`config.mk`:
```
export PLATFORM = sky130hd
export DESIGN_NAME = jtkicker_vtimer
export DESIGN_NICKNAME = d
export VERILOG_FILES = /design/src/rtl/jtkicker_pkg.sv /design/src/rtl/jtkicker_vtimer_cen.sv /design/src/rtl/jtkicker_vtimer.sv
export SDC_FILE = /design/constraint.sdc
export NUM_CORES = 1
export LEC_CHECK = 0
export ABC_AREA = 1
export BUFFER_PORTS_ARGS = -buffer_cell sky130_fd_sc_hd__buf_2
export CORE_MARGIN = 2
export CORE_UTILIZATION = 60
export CTS_CLUSTER_SIZE = 30
export DETAILED_ROUTE_END_ITERATION = 7
export GPL_TIMING_DRIVEN = 0
export PLACE_DENSITY_LB_ADDON = 0.08
export REMOVE_ABC_BUFFERS = 1
export SKIP_CTS_REPAIR_TIMING = 1
export SLEW_MARGIN = 30
export SYNTH_ARGS = -nofsm -noshare
export SYNTH_HDL_FRONTEND = slang
export SYNTH_SLANG_ARGS = --single-unit
export TNS_END_PERCENT = 50
```
`constraint.sdc`:
```
create_clock -name clk -period 2.6 [get_ports clk]
set_input_delay 0.13 -clock clk [delete_from_list [all_inputs] [get_ports clk]]
set_output_delay 0.13 -clock clk [all_outputs]
set_load 0.02 [all_outputs]
```
`src/rtl/jtkicker_pkg.sv`:
```
// Shared video timing constants for the Kicker board: 6 MHz pixel clock from 48 MHz,
// 384x264 raster with 256x224 visible.
package jtkicker_pkg;

    localparam int JTK_HTOTAL   = 384;
    localparam int JTK_VTOTAL   = 264;
    localparam int JTK_HB_START = 256;
    localparam int JTK_VB_START = 240;
    localparam int JTK_VB_END   = 16;
    localparam int JTK_HS_START = 304;
    localparam int JTK_HS_LEN   = 32;
    localparam int JTK_VS_START = 248;
    localparam int JTK_VS_LEN   = 8;
    localparam int JTK_CEN_DIV  = 8;

    localparam int HCNT_W = 9;
    localparam int VCNT_W = 9;

    typedef struct packed {
        int htotal;
        int vtotal;
        int hb_start;
        int vb_start;
        int vb_end;
        int hs_start;
        int hs_len;
        int vs_start;
        int vs_len;
        int cen_div;
    } vtiming_t;

    localparam vtiming_t JTK_DEFAULT_TIMING = '{
        htotal:   JTK_HTOTAL,   vtotal:   JTK_VTOTAL,
        hb_start: JTK_HB_START, vb_start: JTK_VB_START, vb_end: JTK_VB_END,
        hs_start: JTK_HS_START, hs_len:   JTK_HS_LEN,
        vs_start: JTK_VS_START, vs_len:   JTK_VS_LEN,
        cen_div:  JTK_CEN_DIV
    };

    // 32-bit arithmetic so start+len never wraps, whatever the counter width
    function automatic logic in_window(input int pos, input int start, input int len);
        return (pos >= start) && (pos < start + len);
    endfunction

endpackage

```
`src/rtl/jtkicker_vtimer_cen.sv`:
```
// Pixel clock-enable divider: one-clk pulse every CEN_DIV clks.
module jtkicker_vtimer_cen
    import jtkicker_pkg::*;
#(
    parameter int CEN_DIV = JTK_CEN_DIV
) (
    input  logic clk,
    input  logic rst_n,
    output logic pxl_cen
);

    localparam int CW = $clog2(CEN_DIV + 1);

    // Counts 1..CEN_DIV in steady state; starting from 0 after reset puts the
    // first pulse a full CEN_DIV clks after the release edge.
    logic [CW-1:0] cnt;

    always_ff @(posedge clk) begin
        if (!rst_n) begin
            cnt     <= '0;
            pxl_cen <= 1'b0;
        end else begin
            if (cnt == CW'(CEN_DIV))
                cnt <= CW'(1);
            else
                cnt <= cnt + CW'(1);
            pxl_cen <= (cnt == CW'(CEN_DIV));
        end
    end

endmodule

```
`src/rtl/jtkicker_vtimer.sv`:
```
// Video timing generator: pixel/line counters with registered blank, sync and
// vertical-blank interrupt, all advancing on the pixel clock-enable.
module jtkicker_vtimer
    import jtkicker_pkg::*;
#(
    parameter int HTOTAL   = JTK_HTOTAL,
    parameter int VTOTAL   = JTK_VTOTAL,
    parameter int HB_START = JTK_HB_START,
    parameter int VB_START = JTK_VB_START,
    parameter int VB_END   = JTK_VB_END,
    parameter int HS_START = JTK_HS_START,
    parameter int HS_LEN   = JTK_HS_LEN,
    parameter int VS_START = JTK_VS_START,
    parameter int VS_LEN   = JTK_VS_LEN,
    parameter int CEN_DIV  = JTK_CEN_DIV
) (
    input  logic              clk,
    input  logic              rst_n,
    output logic              pxl_cen,
    output logic [HCNT_W-1:0] hdump,
    output logic [7:0]        vdump,
    output logic              LHBL,
    output logic              LVBL,
    output logic              HS,
    output logic              VS,
    output logic              vbl_irq
);

    logic [VCNT_W-1:0] vcount;
    logic [HCNT_W-1:0] h_nxt;
    logic [VCNT_W-1:0] v_nxt;

    jtkicker_vtimer_cen #(
        .CEN_DIV (CEN_DIV)
    ) u_cen (
        .clk     (clk),
        .rst_n   (rst_n),
        .pxl_cen (pxl_cen)
    );

    always_comb begin
        h_nxt = hdump;
        v_nxt = vcount;
        if (pxl_cen) begin
            if (hdump == HCNT_W'(HTOTAL - 1)) begin
                h_nxt = '0;
                v_nxt = (vcount == VCNT_W'(VTOTAL - 1)) ? '0 : vcount + VCNT_W'(1);
            end else begin
                h_nxt = hdump + HCNT_W'(1);
            end
        end
    end

    // Decoders look at the next counter values so flags and counters change together
    always_ff @(posedge clk) begin
        if (!rst_n) begin
            hdump   <= '0;
            vcount  <= '0;
            LHBL    <= 1'b0;
            LVBL    <= 1'b0;
            HS      <= 1'b0;
            VS      <= 1'b0;
            vbl_irq <= 1'b0;
        end else begin
            vbl_irq <= 1'b0;
            if (pxl_cen) begin
                hdump   <= h_nxt;
                vcount  <= v_nxt;
                LHBL    <= int'(h_nxt) < HB_START;
                LVBL    <= (int'(v_nxt) >= VB_END) && (int'(v_nxt) < VB_START);
                HS      <= in_window(int'(h_nxt), HS_START, HS_LEN);
                VS      <= in_window(int'(v_nxt), VS_START, VS_LEN);
                vbl_irq <= (int'(v_nxt) == VB_START) && (h_nxt == '0);
            end
        end
    end

    assign vdump = vcount[7:0];

endmodule

```
## Yosys cells after proc, flatten, opt, wreduce, memory -nomap -nowiden

Cells that the tools add are included.

| word-level totals | value |
|---|---|
| register bits after elaboration | 28 |
| output and inout bits | 23 |

| cells by class | value |
|---|---|
| add/sub/neg operators | 3 |
| order comparisons | 7 |
| eq/ne operators | 4 |
| multiplexer cells | 6 |
| bitwise operators | 1 |
| reductions and logical operators | 7 |

Operators with widths:

| operator | number |
|---|---|
| 9-bit two-way mux | 5 |
| 9-bit == test (second input constant) | 3 |
| 9-bit < comparator (second input constant) | 3 |
| 9-bit by 1-bit adder with 9-bit output (second input constant) | 2 |
| 9-bit by 5-bit greater-or-equal comparator with 1-bit output (second input constant) | 1 |
| 9-bit by 8-bit greater-or-equal comparator with 1-bit output (second input constant) | 1 |
| 9-bit greater-or-equal comparator (second input constant) | 1 |
| 9-bit zero test | 1 |
| 9-bit by 8-bit < comparator with 1-bit output (second input constant) | 1 |
| 4-bit by 1-bit adder with 4-bit output (second input constant) | 1 |
| 4-bit == test (second input constant) | 1 |
| 1-bit logical AND | 4 |
| 2-bit AND reduction | 1 |
| 2-bit OR reduction | 1 |
| 1-bit two-way mux | 1 |
| 1-bit inverter | 1 |

## Depth between registers and ports, before layout

| logic depth | value |
|---|---|
| depth after elaboration | 6 |
| depth in mapped cells | 13 |
| depth with buffers taken out | 13 |

## By module

A second synthesis with hierarchy kept.

| unflattened totals | value |
|---|---|
| cell total of the unflattened synthesis | 238 |
| area total of the unflattened synthesis | 1654.1 sq um |

By module, submodules not included:

| module | instances | cells an instance | area each (sq um) | seq. area each (sq um) |
|---|---|---|---|---|
| jtkicker_vtimer | 1 | 213 | 1441.4 | 460.4 |
| jtkicker_vtimer_cen | 1 | 25 | 212.7 | 100.1 |

## Least setup slack after synthesis

Ideal clock, no wire load.

| path | value |
|---|---|
| path kind | flip-flop to flip-flop |
| start point | register hdump[0] |
| end point | register LVBL |
| arrival | 1682 ps |
| data required time | 2468 ps |
| path slack | 786 ps |
| stages on the path, launching flop included | 12 |
| buffers on the path | 1 |
| period minus slack after synthesis | 1814 ps |
| cells stage by stage | dfxtp_1 -> ha_1 -> nand4_4 -> nor2_8 -> buf_12 -> nand3_1 -> nand2_2 -> nand2_1 -> nor2_1 -> nor2_1 -> nand2_1 -> a21oi_2 |

| between the ends | value |
|---|---|
| word-level cells in the longest chain between the ends | 5 |
| elaborated cells between the ends (all ways) | 6 |
| those cells by class | order compare: 2; eq/ne: 1; mux: 2; reduce/logical: 1 |

RTL lines:

| what | line | source |
|---|---|---|
| start: declaration | jtkicker_vtimer.sv:20 | `output logic [HCNT_W-1:0] hdump,` |
| start signal: assignment | jtkicker_vtimer.sv:67 | `hdump <= h_nxt;` |
| 9-bit == test (*) | jtkicker_vtimer.sv:45 | `if (hdump == HCNT_W'(HTOTAL - 1)) begin` |
| 9-bit two-way mux (*) | jtkicker_vtimer.sv:45 |  |
| 9-bit two-way mux (*) | jtkicker_vtimer.sv:44 | `if (pxl_cen) begin` |
| 9-bit by 5-bit greater-or-equal comparator with 1-bit output or 9-bit by 8-bit < comparator with 1-bit output (tied branches) | jtkicker_vtimer.sv:70 | `LVBL <= (int'(v_nxt) >= VB_END) && (int'(v_nxt) < VB_START);` |
| 1-bit logical AND (*) | jtkicker_vtimer.sv:70 |  |
| end signal: assignment | jtkicker_vtimer.sv:70 |  |
| end: declaration | jtkicker_vtimer.sv:23 | `output logic LVBL,` |

Every way passes the cells marked *; elsewhere a longest branch is shown, timed or not.
A chain may end at the register's enable or synchronous reset.

## Worst setup path after layout

| path | value |
|---|---|
| start point | register u_cen.pxl_cen |
| end point | register LVBL |

| between the ends | value |
|---|---|
| word-level cells in the longest chain between the ends | 3 |
| elaborated cells between the ends (all ways) | 4 |
| those cells by class | order compare: 2; mux: 1; reduce/logical: 1 |

RTL lines:

| what | line | source |
|---|---|---|
| start: declaration | jtkicker_vtimer_cen.sv:9 | `output logic pxl_cen` |
| start signal: assignment | jtkicker_vtimer_cen.sv:27 | `pxl_cen <= (cnt == CW'(CEN_DIV));` |
| 9-bit two-way mux | jtkicker_vtimer.sv:44 |  |
| 9-bit by 5-bit greater-or-equal comparator with 1-bit output or 9-bit by 8-bit < comparator with 1-bit output (tied branches) | jtkicker_vtimer.sv:70 |  |
| 1-bit logical AND | jtkicker_vtimer.sv:70 |  |

Several ways; a longest one is shown, not always the timed one.

==> reports/results.ini <==
[clocking]
numCtsBuffers = 3
cts_tree = yes
clock_path_buffers = 2
clkTransAtPathRegs_ps = 140
cts.sinks = 28
cts_root_buf = clkbuf_4
cts.htree.levels = 1
clock_latency_ps = 320

[timing]
setup_violations = 0
finalHoldViolCount = 0
fin_ws_ps = 601.4
finClkSkew_ps = 2.668
drv_slew = 0
slew_headroom_pct = 48.04
rsz0062_at_grt = no
final.period_utilization_pct = 76.87
fmax_mhz = 500.4
min_period_ps = 1999
worst_slew_pin_slew_ps = 778.5
final.setup.tns_ps = 0

[placed_design]
place_inst = 275
gp_congestion = 0.8278
hpwl_mm = 2.291
port_buffers = 24
place_ws_ps = 640.6

[global_route]
grt_max_degree = 25
antenna_found_initial = 0
grt_pass1_vias = 1163
grt_usage_pct = 20.14
grt_overflow = 0
grt_pass1_wl_mm = 5.133

[final_layout]
diodes = 0
finalNonFillerCells = 278
drive_gt1_share_pct = 18.15
syn_to_final_growth_pct = 5.243
finalNetCount = 256

[synthesis]
synth.cell_area_um2 = 1623
avgSynthCellArea_um2 = 6.965
yosys.area.top_type = dfxtp_1
yosysSeqAreaShare_pct = 34.54
ys_types = 34
netlist.area_leader.share_pct = 34.54
yosysWarningCount = 0
synth-seq-cells = 28
synth_cells = 233
ys_top_cells_by_area = dfxtp_1 (35%), nand2_1 (12%), nor2_1 (9.7%), inv_1 (6.2%), nand3_1 (6.2%)

[routing]
drtIter0Drc = 52
drc = 0
via_count = 1401
drt-wirelength-per-cell_um = 10.90
detail_route.first_pass.iterations = 4
postRouteAntennaNets = 0
vias_per_cell = 5.040
finalWirelength_mm = 3.030

[setup_path]
cp_cell_sequence = nand4_4 > nor2_8 > nand3_1 > nand2_1 > nand2_1 > nor2_1 > nand3_1 > nand2_1 > a21oi_2
cp_slowest_stage_delay_ps = 650
r2r_start = u_cen.pxl_cen
cp.arrival_ps = 2200
critical_path.most_common_cell = nand2_1
cp.required_ps = 2800
end_kind = flip-flop
worst-path-buf-inv = 0
critPathKind = reg -> reg
critical-path-top-delay-family = simple AND/OR/NAND/NOR gates
cp.depth = 9
r2r_cells = 9
start_kind = flip-flop
r2r-end = LVBL
cp_max_fo = 15
reg2reg_slack_ps = 600
slowest_stage = dfxtp_1

[power_and_ir_drop]
power_density_nw_per_um2 = 370.8
p_total_uw = 633.2
peakVddDrop_mv = 0.3592
p_leak_nw = 0.8446

[worst_hold_path]
min_to = LHBL
min-delay-start = rst_n
hold_class = in -> reg
holdPathStages = 2

[job]
maxCapViolCount = 0

[floorplanning]
coreArea_um2 = 2522
io_pins = 25
die_w_um = 56.01
num_rows = 18
start_util_pct = 64.34
dieArea_um2 = 3137
die_h_um = 56.01

[status]
outcome = finished, final reports clean

-- stage by stage --
| step | utilization [%] | hold slack (ps) | area [µm²] |
|---|---|---|---|
| 6_report | 67.71 | 68.78 | 1708 |
| 5_1_grt | 67.71 | 68.67 | 1708 |
| 4_1_cts | 67.71 | 60.24 | 1708 |
| 3_5_place_dp | 66.82 | 421.6 | 1685 |
| 3_3_place_gp | 66.82 | 410.6 | 1685 |
| 2_1_floorplan | - | 274.0 | 1528 |
-- area by class of cell --
type,count,area (µm²)
multi-input cells,164,858.3
fillers,238,814.5
flip-flops and latches,28,560.5
repair buffers,24,120.1
inverters,29,108.9
well taps,30,37.54
clock buffers,3,22.52
-- layout by cell type (no fill, tap or decap), types with 4 or more instances in the layout --
master	count
nand2_1	52
nor2_1	42
dfxtp_1	28
inv_1	27
buf_2	24
nand3_1	20
o21ai_0	6
nor3_1	6
nand2_2	4
a21oi_1	4
ha_1	4
-- worst max-delay path by stage --
stage / start / to / slack [ps]
5_1_grt: u_cen.pxl_cen / LVBL / 410
2_1_floorplan: hdump[0] / LVBL / 750
3_5_place_dp: u_cen.pxl_cen / LVBL / 640
6_report: u_cen.pxl_cen / LVBL / 600
3_3_place_gp: u_cen.pxl_cen / LVBL / 640
4_1_cts: u_cen.pxl_cen / LVBL / 610
-- state kept, by name (all words and copies together) (netlist names) --
register / count
hdump: 9
vcount: 9
u_cen.cnt: 4
HS: 1
LHBL: 1
LVBL: 1
VS: 1
u_cen.pxl_cen: 1
vbl_irq: 1
-- cells by family (layout without fill, tap and decap cells) --
kind of cell	after synthesis	in the layout	share of synthesized area (%)
xor+xnor	5	5	2.699
buf+inv	41	56	12.57
fa+ha+maj	4	4	3.084
mux	1	1	0.6168
compound gates	17	17	6.940
flops	28	28	34.54
simple gates	137	137	39.55
-- routing by layer --
| metal | GRT usage, % | part of all wire, % |
|---|---|---|
| met1 | 28.88 | 51 |
| met2 | 31.76 | 45 |
| met3 | 2.093 | 3.8 |
| met4 | 6.122 | 0.66 |
| met5 | 0 | 0 |
-- Yosys cell counts, drive strengths merged --
cell type,number
a21o,1
a21oi,6
buf,11
clkbuf,1
dfxtp,28
ha,4
inv,29
mux2i,1
nand2,57
nand3,22
nand3b,2
nand4,3
nor2,45
nor3,7
o211a,1
o211ai,1
o21ai,6
o21bai,1
o22ai,1
or2,1
xnor2,2
xor2,3
-- report_power, final --
group / switching [mW] / internal (mW)
Clock: 0.124 / 0.0544
Combinational: 0.0123 / 0.00585
Sequential: 0.00345 / 0.433
(Power assumes the default switching activity.)
